**config.mk**
```make
export PLATFORM = sky130hd
export DESIGN_NAME = div_8_4_seq
export DESIGN_NICKNAME = d
export VERILOG_FILES = /design/src/rtl/div_8_4_seq_pkg.sv /design/src/rtl/div_8_4_seq_div_step.sv /design/src/rtl/div_8_4_seq.sv
export SDC_FILE = /design/constraint.sdc
export NUM_CORES = 1
export LEC_CHECK = 0
export CORE_MARGIN = 1.5
export CORE_UTILIZATION = 30
export CTS_CLUSTER_SIZE = 28
export DETAILED_ROUTE_END_ITERATION = 7
export SKIP_LAST_GASP = 1
export SYNTH_ARGS = -nofsm -noshare
export SYNTH_HDL_FRONTEND = slang
export SYNTH_SLANG_ARGS = --single-unit
```
**constraint.sdc**
```tcl
create_clock -name clk -period 3.7 [get_ports clk]
set_clock_uncertainty 0.2 [all_clocks]
set_input_delay 0.925 -clock clk [delete_from_list [all_inputs] [get_ports clk]]
set_output_delay 0.925 -clock clk [all_outputs]
set_load 0.02 [all_outputs]
```
**src/rtl/div_8_4_seq_pkg.sv**
```systemverilog
`default_nettype none
// ============================================================================
//  Module   : div_8_4_seq_pkg
//  Brief    : Shared widths and FSM state encodings for the Abacus divider.
//  Revision : 1.0 - initial release
// ============================================================================
package div_8_4_seq_pkg;

    localparam int ABACUS_WA = 8;
    localparam int ABACUS_WB = 4;

    localparam logic [1:0] ST_IDLE = 2'd0;
    localparam logic [1:0] ST_RUN  = 2'd1;
    localparam logic [1:0] ST_DONE = 2'd2;

endpackage
`default_nettype wire

```
**src/rtl/div_8_4_seq_div_step.sv**
```systemverilog
`default_nettype none
// ============================================================================
//  Module   : div_step
//  Brief    : One combinational restoring-division step (shift in, compare,
//             conditionally subtract).
//  Revision : 1.0 - initial release
// ============================================================================
module div_step
    import div_8_4_seq_pkg::*;
#(
    parameter int WB = ABACUS_WB
) (
    input  logic [WB-1:0] p,
    input  logic          a_bit,
    input  logic [WB-1:0] b,
    output logic [WB-1:0] p_next,
    output logic          q_bit
);

    logic [WB:0] w_p_sh;

    assign w_p_sh = {p, a_bit};
    assign q_bit  = (w_p_sh >= {1'b0, b});
    // A restored remainder is always below b, so WB-bit arithmetic is exact.
    assign p_next = q_bit ? (w_p_sh[WB-1:0] - b) : w_p_sh[WB-1:0];

endmodule
`default_nettype wire

```
**src/rtl/div_8_4_seq.sv**
```systemverilog
`default_nettype none
// ============================================================================
//  Module   : div_8_4_seq
//  Brief    : Sequential restoring divider, one quotient bit per clock, with
//             start/busy/done handshake. Optional macro DIV_ZERO_DET_EN.
//  Revision : 1.0 - initial release
// ============================================================================
module div_8_4_seq
    import div_8_4_seq_pkg::*;
#(
    parameter int WA = ABACUS_WA,
    parameter int WB = ABACUS_WB
) (
    input  logic          clk,
    input  logic          clr,
    input  logic          start,
    input  logic [WA-1:0] dividend,
    input  logic [WB-1:0] divisor,
    output logic          busy,
    output logic          done,
    output logic [WA-1:0] quotient,
    output logic [WB-1:0] remainder,
    output logic          div_err
);

    localparam int            CW         = (WA > 1) ? $clog2(WA) : 1;
    localparam logic [CW-1:0] c_cnt_init = CW'(WA - 1);

    logic [1:0]    r_state;
    logic [WA-1:0] r_a_sh;
    logic [WA-1:0] r_q_sh;
    logic [WB-1:0] r_b;
    logic [WB-1:0] r_p;
    logic [CW-1:0] r_cnt;
    logic          r_done;
    logic [WA-1:0] r_quotient;
    logic [WB-1:0] r_remainder;
    logic [WB-1:0] w_p_next;
    logic          w_q_bit;
`ifdef DIV_ZERO_DET_EN
    logic          r_zero;
    logic          r_div_err;
`endif

    div_step #(.WB(WB)) u_step (
        .p      (r_p),
        .a_bit  (r_a_sh[WA-1]),
        .b      (r_b),
        .p_next (w_p_next),
        .q_bit  (w_q_bit)
    );

    always_ff @(posedge clk) begin
        if (clr) begin
            r_state     <= ST_IDLE;
            r_a_sh      <= '0;
            r_q_sh      <= '0;
            r_b         <= '0;
            r_p         <= '0;
            r_cnt       <= '0;
            r_done      <= 1'b0;
            r_quotient  <= '0;
            r_remainder <= '0;
`ifdef DIV_ZERO_DET_EN
            r_zero      <= 1'b0;
            r_div_err   <= 1'b0;
`endif
        end else begin
            r_done <= 1'b0;
            case (r_state)
                ST_IDLE: begin
                    if (start) begin
                        r_a_sh <= dividend;
                        r_b    <= divisor;
                        r_p    <= '0;
                        r_q_sh <= '0;
                        r_cnt  <= c_cnt_init;
`ifdef DIV_ZERO_DET_EN
                        r_zero <= (divisor == '0);
                        // Short-circuit to the same result a full zero-divisor run gives.
                        if (divisor == '0) begin
                            r_q_sh  <= '1;
                            r_p     <= dividend[WB-1:0];
                            r_state <= ST_DONE;
                        end else begin
                            r_state <= ST_RUN;
                        end
`else
                        r_state <= ST_RUN;
`endif
                    end
                end
                ST_RUN: begin
                    r_p    <= w_p_next;
                    r_a_sh <= r_a_sh << 1;
                    r_q_sh <= {r_q_sh[WA-2:0], w_q_bit};
                    if (r_cnt == '0) begin
                        r_state <= ST_DONE;
                    end else begin
                        r_cnt <= r_cnt - 1'b1;
                    end
                end
                ST_DONE: begin
                    r_quotient  <= r_q_sh;
                    r_remainder <= r_p;
                    r_done      <= 1'b1;
`ifdef DIV_ZERO_DET_EN
                    r_div_err   <= r_zero;
`endif
                    r_state     <= ST_IDLE;
                end
                default: r_state <= ST_IDLE;
            endcase
        end
    end

    assign busy      = (r_state != ST_IDLE);
    assign done      = r_done;
    assign quotient  = r_quotient;
    assign remainder = r_remainder;
`ifdef DIV_ZERO_DET_EN
    assign div_err   = r_div_err;
`else
    assign div_err   = 1'b0;
`endif

endmodule
`default_nettype wire
```
; Word level (Yosys, flattened, before mapping)
; Cells that the tools add are included.
[totals]
reg_bits = 42
latchBits = 0
ram_bits = 0
rom_bits = 0
inputBits = 15
output_inout_bits = 15
mem_count = 0
[classes]
addsub = 2
mul = 0
div_mod_pow = 0
magnitude_cmp = 1
eq_ne = 5
shifts = 0
muxes = 14
bitwise_logic = 0
reduce_logical = 8
[ops]
columns = cell, count
row1 = 8-bit case mux with 2 select lines, 2
row2 = 8-bit two-way mux, 2
row3 = 4-bit two-way mux, 2
row4 = 4-bit case mux with 2 select lines, 1
row5 = 3-bit two-way mux, 2
row6 = 2-bit != test (second input constant), 3
row7 = 3-bit case mux with 2 select lines, 1
row8 = 2-bit AND reduction, 3
row9 = 5-bit by 4-bit greater-or-equal comparator with 1-bit output, 1
row10 = 2-bit two-way mux, 2
row11 = 2-bit case mux with 2 select lines, 1
row12 = 2-bit nonzero test, 2
row13 = 4-bit subtractor, 1
row14 = 3-bit zero test, 1
row15 = 3-bit AND reduction, 1
row16 = 3-bit by 1-bit subtractor with 3-bit output (second input constant), 1
row17 = 2-bit by 1-bit == test with 1-bit output (second input constant), 1
row18 = 2-bit == test (second input constant), 1
row19 = 2-bit zero test, 1
row20 = 1-bit two-way mux, 1

; Depth between registers and ports, before layout
; Gate-level depths: netlist of run 1.
[depth]
ltp_word = 3
mapped_depth = 7
depth_no_buf = 6

; Cells and area by module
; Synthesis of run 1 repeated with hierarchy kept, for this count alone.
[unflattened]
cells_unflattened = 217
hier_area_um2 = 1951.9
[by_module_without_submodules]
columns = module, n_inst, cells_per_inst, area_per_inst_um2
row1 = div_8_4_seq, 1, 189, 1727.9
row2 = div_step, 1, 28, 224.0

; Least setup slack after synthesis of run 1
; OpenSTA, ideal clock, no wires.
[synth_path]
path_type = input port to flip-flop
start = input port start
end = register r_cnt[2]
setup_ns = 0.091
t_arrival_ns = 1.749
required_ns = 3.409
slack_ns = 1.660
stages = 5
cell_sequence = or3b_1 buf_2 o21ai_2 nor2_1 a311oi_1
[synth_between]
elab_chain_cells = 2
[synth_lines]
columns = element, line_no
row1 = from (decl), div_8_4_seq.sv:16  ; input logic start,
row2 = 2-bit != test (no line), --
row3 = 3-bit AND reduction (no line), --
row4 = to (signal assigned), div_8_4_seq.sv:77  ; r_cnt <= c_cnt_init;
row5 = to (signal assigned), div_8_4_seq.sv:100  ; r_cnt <= r_cnt - 1'b1;
row6 = to (decl), div_8_4_seq.sv:34  ; logic [CW-1:0] r_cnt;
; No other way between the ends.
; A chain may end at the register's enable or synchronous reset.

; Worst setup path after layout of run 1
[layout_path]
start = register r_state[0]
end = output port busy
[layout_between]
elab_chain_cells = 1
[layout_lines]
columns = element, line_no
row1 = from (decl), div_8_4_seq.sv:29  ; logic [1:0] r_state;
row2 = from (signal assigned), div_8_4_seq.sv:55  ; r_state <= ST_IDLE;
row3 = from (signal assigned), div_8_4_seq.sv:89  ; r_state <= ST_RUN;
row4 = from (signal assigned), div_8_4_seq.sv:98  ; r_state <= ST_DONE;
row5 = 2-bit nonzero test, div_8_4_seq.sv:117  ; assign busy = (r_state != ST_IDLE);
row6 = to (decl), div_8_4_seq.sv:19  ; output logic busy,
; No other way between the ends.

==> results.txt, run 1 <==
----------------------------------------------------
[Detailed routing]
  Drt via density ... 4.784
  Drt drc ... 0
  DRT antenna net count ... 0
  Via Count ... 1483
  Mean routed wirelength per cell ... 11.92 microns
  Initial detailed-routing violation count ... 74
  First-pass detailed-route iteration total ... 4
  Final routed wirelength across all metal layers ... 3.696 mm

[Global routing]
  Global-route wire length before repair ... 6.382 mm
  Residual overflow from global routing ... 0
  Largest net degree at the start of global routing ... 30
  Number of global-route vias before repair ... 1464
  Global Route Usage Sum ... 0.1254
  Antenna violations before repair ... 0

[Clocking]
  CTS Hold Buffers Added ... 0
  Insertion delay of the later-clocked pin in the worst-skew pair ... 0.29 ns
  Maximum number of buffers from clock root to sink ... 2
  Number of buffers inserted to repair setup after CTS ... 0
  Number of cells upsized or downsized after cts ... 0
  Buffer type at the clock tree root ... sky130_fd_sc_hd__clkbuf_8
  TritonCTS clock tree ... built
  Total clock buffers created by CTS ... 5
  Total clock sinks ... 42
  Clock transition at the register clock pins on the worst setup and hold paths after CTS ... 0.08 ns
  CTS H-tree lvls ... 2

[Synthesis]
  Netlist Area Pre-Place ... 1826 sq um
  Share of the synthesized area in the top cell type ... 0.4606
  Number of instances in the synthesized netlist ... 211
  Number of enable flip-flop cells after synthesis ... 0
  Main synth FF type ... sky130_fd_sc_hd__dfxtp_1
  Flip-flop and latch count after synthesis ... 42
  Post-synthesis average cell area ... 8.652 sq um
  Synth warnings ... 0
  Post-synthesis cell type count ... 40
  Number of nets in the synthesized netlist ... 233
  Ys async rst share ... 0
  Area leader, netlist ... sky130_fd_sc_hd__dfxtp_1
  Proportion of synthesized chip area in sequential cells ... 0.4606
  Top cells by area in the synthesized netlist ... sky130_fd_sc_hd__dfxtp_1 (46%), sky130_fd_sc_hd__nand2_1 (8.4%), sky130_fd_sc_hd__nor2_1 (5.8%)

[Place]
  Count of input and output buffers ... 28
  HPWL after DPL ... 2.651 mm
  Count of placed standard cells including taps ... 302
  Placement Setup Slack ... 1.014 ns
  Final GP Congestion ... 0.8026
  Placed Area ... 2143 sq um

[Power]
  Internal power ... 738.3 uW
  Leakage ... 0.8296 nW
  Total power density per cell area ... 465.7 nW/um^2
  Sequential share of power ... 0.483
  VDD IR max ... 157.8 uV
  Tot Pwr ... 1.042 mW
  Switching power ... 304.2 uW
  Comb pwr share ... 0.228
  Switching Share ... 0.2918
  Clk network pwr share ... 0.289

[STA]
  RSZ-0062 raised after global routing ... false
  Peak clock frequency supported by timing ... 0.3800 GHz
  Period minus WS final ... 2.632 ns
  Crit path setup slack, layout ... 1.068 ns
  Final setup fails ... 0
  Minimum hold slack ... 0.2554 ns
  Final max-slew violation count ... 0
  Final number of hold-violating endpoints ... 0
  Headroom to the max-slew limit ... 0.2820
  Part of the cycle the worst path needs ... 0.7112
  Transition time at the pin with the least slew margin ... 1.075 ns
  Setup Total Neg Slack ... 0 ns

[Floorplanning]
  Core area ... 5886 sq um
  Area of the die ... 6562 sq um
  Die Ht ... 81.01 microns
  Initial standard-cell utilization of the core ... 0.3102
  Ports placed on the boundary ... 30
  Die Span X ... 81.01 microns
  Number of core rows ... 28

[Setup path]
  Worst-path fanout max ... 8
  FF-to-FF End ... r_p[0]
  Start of the worst register-to-register path ... r_a_sh[7]
  Req. time, crit path ... 2.57 ns
  Critical path launch point type ... flip-flop
  Worst Setup Path Type ... reg -> out
  Launch point of the critical path ... r_state[0]
  Kind of capture point of the worst setup path ... primary output
  Critical path endpoint ... busy
  Worst EP arrival ... 1.51 ns
  Register-to-register setup slack ... 1.67 ns
  Count of cells along the worst register-to-register path ... 6

[Flow run]
  Max Cap Violations ... 0

[Cells and area]
  Share of the core filled with cells ... 0.3803
  Final cell area excluding filler cells ... 2238 sq um
  Proportion of layout cells with a drive suffix above 1 ... 0.06809
  Post-layout instance count excluding filler cells ... 310
  Syn-to-layout area delta ... 22.62%
  Number of antenna repair diodes ... 0
  Number of nets in the finished design ... 256

[Hold path]
  Hold Path Origin ... quotient[2]
  Class of the tightest hold or removal check ... reg -> reg

[Run status]
  Status ... finished, final reports clean

----------------------------------------------------
worst min-delay path by stage:
stage              endpoint  slack (ns)  depth (start not counted)
4_1_cts         quotient[2]        0.26                          2
2_1_floorplan   quotient[7]        0.23                          2
3_3_place_gp   remainder[3]        0.24                          2
5_1_grt         quotient[2]        0.28                          2
3_5_place_dp    quotient[2]        0.25                          2
6_report        quotient[2]        0.26                          2
logic make-up after synthesis:
group           after synthesis  synth area share
fa+ha+maj                     7           0.05209
other cells                   1          0.002054
simple gates                 85            0.1981
mux                           5           0.02742
xor+xnor                      1          0.004799
flops                        42            0.4606
buf+inv                      22           0.05346
compound gates               48            0.2015
synthesized netlist by cell type, drive strengths merged (2+ instances only):
library cell / number
buf: 6
clkbuf: 7
a311oi: 8
a211oi: 3
dfxtp: 42
nor2: 28
ha: 6
a32o: 3
mux2i: 5
nand3: 3
a22oi: 7
nand2: 41
a21oi: 15
o21ai: 3
inv: 9
nand2b: 3
a21o: 2
or2: 3
nor2b: 3
power groups by stage:
stage / logic (mW) / clock network (mW) / registers (mW)
floorplan: 0.189 / 0 / 0.510
global placement: 0.235 / 0 / 0.514
detailed placement: 0.240 / 0 / 0.515
CTS: 0.241 / 0.315 / 0.504
global route: 0.269 / 0.332 / 0.508
finish: 0.238 / 0.301 / 0.504
worst max-delay path, cell delays in order, from the launching register on:
cell and delay (ns):
sky130_fd_sc_hd__dfxtp_1 0.37, sky130_fd_sc_hd__or2_2 0.31, sky130_fd_sc_hd__clkdlybuf4s50_1 0.54
placed cells by master (no fill, tap or decap), drive strengths merged, types with 2 or more instances in the layout:
cell type      netlist  layout
dfxtp               42      42
inv                  9       9
nor2b                3       3
ha                   6       6
a211oi               3       3
clkdlybuf4s50        0      28
mux2i                5       5
o21ai                3       3
nor2                28      28
nand2b               3       3
a21o                 2       2
a21oi               15      15
nand3                3       3
clkbuf               7       6
a22oi                7       7
a311oi               8       8
nand2               41      41
or2                  3       3
a32o                 3       3
area by class of cell:
type	instances	area (sq um)
Clock inverter	2	12.51
Timing Repair Buffer	29	287.8
Tap cell	75	93.84
Sequential cell	42	840.8
Fill cell	619	3647
Clock buffer	6	82.58
Inverter	9	33.78
Multi-Input combinational cell	147	887.1
metal layers:
metal / part of all wire / global-route usage / wire length, microns
met1: 0.48 / 0.1508 / 1763
met2: 0.49 / 0.2150 / 1798
met3: 0.023 / 0.03034 / 86
met4: 0.013 / 0.04828 / 48
met5: 0 / 0 / 0
registers in the layout, indices dropped and copies added (netlist names):
| register | flops |
|---|---|
| done | 1 |
| quotient | 8 |
| r_a_sh | 8 |
| r_b | 4 |
| r_cnt | 3 |
| r_p | 4 |
| r_q_sh | 8 |
| r_state | 2 |
| remainder | 4 |
Power figures use the tool's default switching activity.
==> run 2, diff against run 1 <==
clock period = 2.4 ns   (was 3.7 ns; I/O delays follow)
==> run 2 against run 1 <==
Sequential power rose by 54%. Total power rose by 54%. Design area rose by 1.3%. Hold slack got worse by 0.0012 ns. Cell count rose by 1.6%. Core utilization rose by 0.49 points. Critical endpoint unchanged.
==> results.txt, run 2 (synthesis results as in run 1) <==
----------------------------------------------------
[Run status]
  Status ... finished, final reports clean

[STA]
  Part of the cycle the worst path needs ... 0.9666
  Final max-slew violation count ... 0
  Minimum hold slack ... 0.2541 ns
  Final setup fails ... 0
  Headroom to the max-slew limit ... 0.5236
  Peak clock frequency supported by timing ... 0.4311 GHz
  Crit path setup slack, layout ... 0.08013 ns
  Transition time at the pin with the least slew margin ... 0.7131 ns
  Period minus WS final ... 2.320 ns
  Final number of hold-violating endpoints ... 0
  RSZ-0062 raised after global routing ... false
  Setup Total Neg Slack ... 0 ns

[Power]
  VDD IR max ... 231.0 uV
  Internal power ... 1.122 mW
  Clk network pwr share ... 0.280
  Leakage ... 0.8522 nW
  Comb pwr share ... 0.235
  Total power density per cell area ... 705.9 nW/um^2
  Sequential share of power ... 0.485
  Switching Share ... 0.2988
  Switching power ... 478.2 uW

[Hold path]
  Min-Delay Path Depth ... 2
  Hold Path Origin ... quotient[4]
  Worst hold path endpoint ... quotient[4]
  Class of the tightest hold or removal check ... reg -> reg

[Place]
  HPWL after DPL ... 2.648 mm
  Placement Setup Slack ... 0.1776 ns
  Count of input and output buffers ... 28
  Final GP Congestion ... 0.7420

[Cells and area]
  Syn-to-layout area delta ... 24.19%
  Commonest non-fill, non-tap cell in the layout ... sky130_fd_sc_hd__dfxtp_1
  Highest-count cells in the layout ignoring fill and taps ... sky130_fd_sc_hd__dfxtp_1 (42), sky130_fd_sc_hd__nand2_1 (41), sky130_fd_sc_hd__nor2_1 (28), sky130_fd_sc_hd__clkdlybuf4s50_1 (28), sky130_fd_sc_hd__a21oi_1 (15)
  Number of nets in the finished design ... 261
  Number of antenna repair diodes ... 0
  Proportion of layout cells with a drive suffix above 1 ... 0.08333

[Global routing]
  Antenna violations before repair ... 0
  Global-route wire length before repair ... 6.320 mm
  Global Route Usage Sum ... 0.1254
  Number of global-route vias before repair ... 1423
  Largest net degree at the start of global routing ... 26
  Residual overflow from global routing ... 0

[Floorplanning]
  Die Ht ... 81.01 microns
  Core area ... 5886 sq um
  Number of core rows ... 28
  Ports placed on the boundary ... 30
  Die Span X ... 81.01 microns
  Area of the die ... 6562 sq um
  Initial standard-cell utilization of the core ... 0.3102

[Detailed routing]
  Initial detailed-routing violation count ... 84
  DRT antenna net count ... 0
  Drt via density ... 4.679
  Met3 wire length ... 135 microns
  Met1 WL ... 1.779 mm
  First-pass detailed-route iteration total ... 4
  Mean routed wirelength per cell ... 11.73 microns
  Drt drc ... 0
  Topmost layer with routed signal wires ... met4
  Final routed wirelength across all metal layers ... 3.695 mm
  Via Count ... 1474
  Routed length on met2 ... 1.719 mm

[Clocking]
  Number of cells upsized or downsized after cts ... 0
  TritonCTS clock tree ... built
  Clock transition at the register clock pins on the worst setup and hold paths after CTS ... 0.08 ns
  Number of buffers inserted to repair setup after CTS ... 0
  Maximum number of buffers from clock root to sink ... 2
  Total clock buffers created by CTS ... 5
  CTS H-tree lvls ... 2
  CTS Hold Buffers Added ... 0
  Buffer type at the clock tree root ... sky130_fd_sc_hd__clkbuf_8
  Total clock sinks ... 42
  Insertion delay of the later-clocked pin in the worst-skew pair ... 0.30 ns

[Setup path]
  Count of cells along the worst register-to-register path ... 6
  Delay of the slowest critical-path stage ... 0.54 ns
  Critical-path cell with the highest stage delay ... sky130_fd_sc_hd__clkdlybuf4s50_1
  Buffer and inverter count on the worst path ... 1
  Critical path launch point type ... flip-flop
  FF-to-FF End ... r_p[3]
  Worst-path fanout max ... 8
  Start of the worst register-to-register path ... r_a_sh[7]
  Register-to-register setup slack ... 0.40 ns
  Kind of capture point of the worst setup path ... primary output
  Worst Setup Path Type ... reg -> out
  Req. time, crit path ... 1.60 ns
  Worst EP arrival ... 1.52 ns
  CP delay by family, top ... buffers and inverters
  Chain of cells forming the critical path ... or2_2 -> clkdlybuf4s50_1

[Flow run]
  Max Cap Violations ... 0

----------------------------------------------------
==> run 2: cell count changes in the layout (fill, tap and decap cells not counted) <==
cell                         previous run  this run
sky130_fd_sc_hd__buf_4                  1         6
sky130_fd_sc_hd__clkbuf_1               0         1
sky130_fd_sc_hd__clkbuf_8               6         5
sky130_fd_sc_hd__clkinv_4               0         1
sky130_fd_sc_hd__clkinvlp_4             1         0
==> run 2: through the flow <==
step	std cells	total power, mW	instance area, sq um	utilization
floorplan	211	1.076	1826	-
global placement	307	1.167	2181	0.3705
detailed placement	307	1.171	2181	0.3705
CTS	315	1.617	2267	0.3852
global route	315	1.701	2267	0.3852
finish	315	1.601	2267	0.3852
==> run 2: worst max path at each step <==
stage	from	endpoint	slack, ns	cells after the start
6_report	r_state[0]	busy	0.08	2
3_3_place_gp	start	r_state[0]	0.16	4
3_5_place_dp	start	r_b[3]	0.18	5
2_1_floorplan	r_a_sh[7]	r_p[3]	0.48	6
4_1_cts	r_state[0]	busy	0.07	2
5_1_grt	r_state[0]	busy	0.02	2
==> run 2: final cells by class <==
| type | instances | area [sq um] |
|---|---|---|
| clock buffers | 6 | 72.57 |
| clock inverters | 2 | 13.76 |
| fillers | 624 | 3618 |
| inverters | 9 | 33.78 |
| multi-input cells | 147 | 887.1 |
| flip-flops and latches | 42 | 840.8 |
| well taps | 75 | 93.84 |
| repair buffers | 34 | 325.3 |
==> run 2: worst reg2reg max path: stages, from the launching register on <==
cell and delay, ns:
sky130_fd_sc_hd__dfxtp_1 0.33, sky130_fd_sc_hd__inv_1 0.06, sky130_fd_sc_hd__ha_1 0.28, sky130_fd_sc_hd__nand2b_2 0.22, sky130_fd_sc_hd__a21o_1 0.19, sky130_fd_sc_hd__a311o_2 0.37, sky130_fd_sc_hd__a32o_1 0.26
==> run 2: power by group through the flow <==
stage / registers, mW / clock network [mW] / logic [mW]
detailed placement: 0.794 / 0 / 0.378
floorplan: 0.786 / 0 / 0.291
CTS: 0.777 / 0.460 / 0.380
global route: 0.784 / 0.492 / 0.426
global placement: 0.793 / 0 / 0.375
finish: 0.776 / 0.448 / 0.376
==> run 2: per-layer routing <==
layer / track usage / vias to the layer above
li1: - / 777
met1: 0.1638 / 663
met2: 0.1950 / 30
met3: 0.03034 / 4
met4: 0.05690 / 0
met5: 0 / -
==> run 3, diff against run 2 <==
ABC_CLOCK_PERIOD_IN_PS = 2400   (was unset)
SYNTH_HIERARCHICAL = 1   (was unset)
==> run 3 against run 2 <==
Largest cell class unchanged. Wire length shrank 0.19%. Synthesized cell count rose by 2.8%. Critical path type unchanged. Synthesized area rose by 6.9%. Critical path depth fell by 1. Flip-flop and latch count stayed put. Hold slack improved by 0.0046 ns. Critical endpoint is now remainder[0]. Non-clock buffer count down 2. Combinational power down 13%.
==> results.txt, run 3 <==
----------------------------------------------------
[Run status]
  Status ... finished, final reports clean

[Detailed routing]
  Initial detailed-routing violation count ... 65
  Mean routed wirelength per cell ... 11.53 microns
  DRT antenna net count ... 0
  Drt via density ... 4.634
  Via Count ... 1483
  Drt drc ... 0
  First-pass detailed-route iteration total ... 6
  Final routed wirelength across all metal layers ... 3.688 mm

[Clocking]
  CTS H-tree lvls ... 2
  Total clock buffers created by CTS ... 5
  Clock transition at the register clock pins on the worst setup and hold paths after CTS ... 0.08 ns
  Insertion delay of the later-clocked pin in the worst-skew pair ... 0.29 ns
  Buffer type at the clock tree root ... sky130_fd_sc_hd__clkbuf_8
  Total clock sinks ... 42
  TritonCTS clock tree ... built
  Maximum number of buffers from clock root to sink ... 2
  CTS Hold Buffers Added ... 0

[Setup path]
  Chain of cells forming the critical path ... clkdlybuf4s50_1
  Worst-path fanout max ... 2
  Count of cells along the worst register-to-register path ... 8
  Buffer and inverter count on the worst path ... 1
  Kind of capture point of the worst setup path ... primary output
  Critical-path cell with the highest stage delay ... sky130_fd_sc_hd__clkdlybuf4s50_1
  Worst EP arrival ... 1.23 ns
  Delay of the slowest critical-path stage ... 0.60 ns
  CP delay by family, top ... buffers and inverters
  Number of logic stages on the critical path including buffering ... 1
  Worst Setup Path Type ... reg -> out
  Req. time, crit path ... 1.60 ns
  Critical path launch point type ... flip-flop

[Place]
  Final GP Congestion ... 0.7509
  HPWL after DPL ... 2.459 mm
  Count of input and output buffers ... 28

[Synthesis]
  Share of the synthesized area in the top cell type ... 0.4308
  Flip-flop and latch count after synthesis ... 42
  Area leader, netlist ... sky130_fd_sc_hd__dfxtp_1
  Ys async rst share ... 0
  Proportion of synthesized chip area in sequential cells ... 0.4308
  Post-synthesis average cell area ... 8.995 sq um
  Top cells by instance count after synthesis ... sky130_fd_sc_hd__dfxtp_1 (42), sky130_fd_sc_hd__nand2_1 (41), sky130_fd_sc_hd__a21oi_1 (20)
  Number of enable flip-flop cells after synthesis ... 0
  Number of nets in the synthesized netlist ... 239
  Synth warnings ... 6
  Number of instances in the synthesized netlist ... 217
  Post-synthesis cell type count ... 40
  Top cells by area in the synthesized netlist ... sky130_fd_sc_hd__dfxtp_1 (43%), sky130_fd_sc_hd__nand2_1 (7.9%), sky130_fd_sc_hd__a21oi_1 (5.1%)
  Most frequent cell after synthesis ... sky130_fd_sc_hd__dfxtp_1
  Netlist Area Pre-Place ... 1952 sq um
  Main synth FF type ... sky130_fd_sc_hd__dfxtp_1

[Cells and area]
  Number of antenna repair diodes ... 0
  Commonest non-fill, non-tap cell in the layout ... sky130_fd_sc_hd__dfxtp_1
  Share of the core filled with cells ... 0.3829
  Highest-count cells in the layout ignoring fill and taps ... sky130_fd_sc_hd__dfxtp_1 (42), sky130_fd_sc_hd__nand2_1 (41), sky130_fd_sc_hd__clkdlybuf4s50_1 (27)
  Syn-to-layout area delta ... 23.85%
  Number of nets in the finished design ... 264
  Proportion of layout cells with a drive suffix above 1 ... 0.1728

[Global routing]
  Global Route Usage Sum ... 0.1136
  Largest net degree at the start of global routing ... 43
  Number of global-route vias before repair ... 1437
  Global-route wire length before repair ... 6.561 mm
  Residual overflow from global routing ... 0
  Antenna violations before repair ... 0

[Power]
  Total power density per cell area ... 736.7 nW/um^2
  VDD IR max ... 282.0 uV
  Leakage ... 0.8554 nW

[STA]
  Final number of hold-violating endpoints ... 0
  Final max-slew violation count ... 0
  Final setup fails ... 0
  Peak clock frequency supported by timing ... 0.4915 GHz
  RSZ-0062 raised after global routing ... false
  Period minus WS final ... 2.035 ns
  Setup Total Neg Slack ... 0 ns
  Part of the cycle the worst path needs ... 0.8478

[Hold path]
  Min-Delay Path Depth ... 2
  Class of the tightest hold or removal check ... reg -> reg

[Flow run]
  Max Cap Violations ... 0

[Floorplanning]
  Initial standard-cell utilization of the core ... 0.3092
  Die Ht ... 83.66 microns
  Area of the die ... 6999 sq um
  Number of core rows ... 29
  Core area ... 6314 sq um
  Die Span X ... 83.66 microns
  Ports placed on the boundary ... 30

----------------------------------------------------
## run 3: cell count changes after synthesis, moves of 4 or more
cell	delta
sky130_fd_sc_hd__nand2_2	+5
sky130_fd_sc_hd__a21oi_1	+5
sky130_fd_sc_hd__a211oi_1	+5
sky130_fd_sc_hd__a22oi_1	-7
sky130_fd_sc_hd__nor2_1	-15
sky130_fd_sc_hd__a311oi_1	-8
sky130_fd_sc_hd__nand3_2	+6
sky130_fd_sc_hd__mux2i_1	+4
sky130_fd_sc_hd__a21oi_2	+10
## run 3: worst paths after layout
| kind | startpoint | endpoint | slack [ns] |
|---|---|---|---|
| hold / removal | quotient[2] | quotient[2] | 0.26 |
| setup / recovery | remainder[0] | remainder[0] | 0.37 |
| hold reg to reg | quotient[2] | quotient[2] | 0.26 |
| setup reg to reg | r_b[2] | r_p[2] | 0.47 |
## run 3: timing repair
item / in CTS / in global routing
setup endpoints to repair: 0 / 1
gates resized for setup: 0 / 1
hold endpoints to repair: 0 / 0
buffers inserted: 0 / 0
## run 3: cell families after synthesis
kind of cell,share of synthesized area
AOI/OAI and AO/OA,0.1577
adders and majority gates,0.04872
xor gates and xnor gates,0.004488
muxes,0.05385
buffers and inverters,0.06795
other,0.001921
and+or+nand+nor,0.2346
DFF,0.4308
## run 3: per-stage QoR
stage	power, mW	worst slack [ns]	cell area (sq um)	hold WS, ns	instances
4_1_cts	1.811	0.04911	2415	0.2616	320
3_5_place_dp	1.105	0.2109	2272	0.2496	312
2_1_floorplan	1.041	0.6032	1952	0.2321	217
6_report	1.781	0.3652	2417	0.2588	320
5_1_grt	1.877	0.2994	2417	0.2906	320
3_3_place_gp	1.099	0.2252	2272	0.2458	312
## run 3: cell type report
type                            instances  area, sq um
Fill cell                             669         3896
Multi-Input combinational cell        152        978.4
Sequential cell                        42        840.8
Timing Repair Buffer                   32        325.3
Tap cell                               77        96.34
Clock buffer                            6        82.58
Clock inverter                          2        60.06
Inverter                                9        33.78
## run 3: report_power, final
| part | internal, mW | switching [mW] | total [mW] | leakage, nW |
|---|---|---|---|---|
| Sequential | 0.736 | 0.0231 | 0.759 | 0.342 |
| Clock | 0.444 | 0.250 | 0.694 | 0.0714 |
| Combinational | 0.145 | 0.183 | 0.328 | 0.442 |
| Total | 1.32 | 0.456 | 1.78 | 0.855 |
## run 3: per-layer routing
layer	vias up	track usage	wire, microns
met5	-	0	0
met4	0	0.04471	46
met3	5	0.02671	121
met2	28	0.1862	1674
met1	675	0.1443	1846
li1	775	-	-
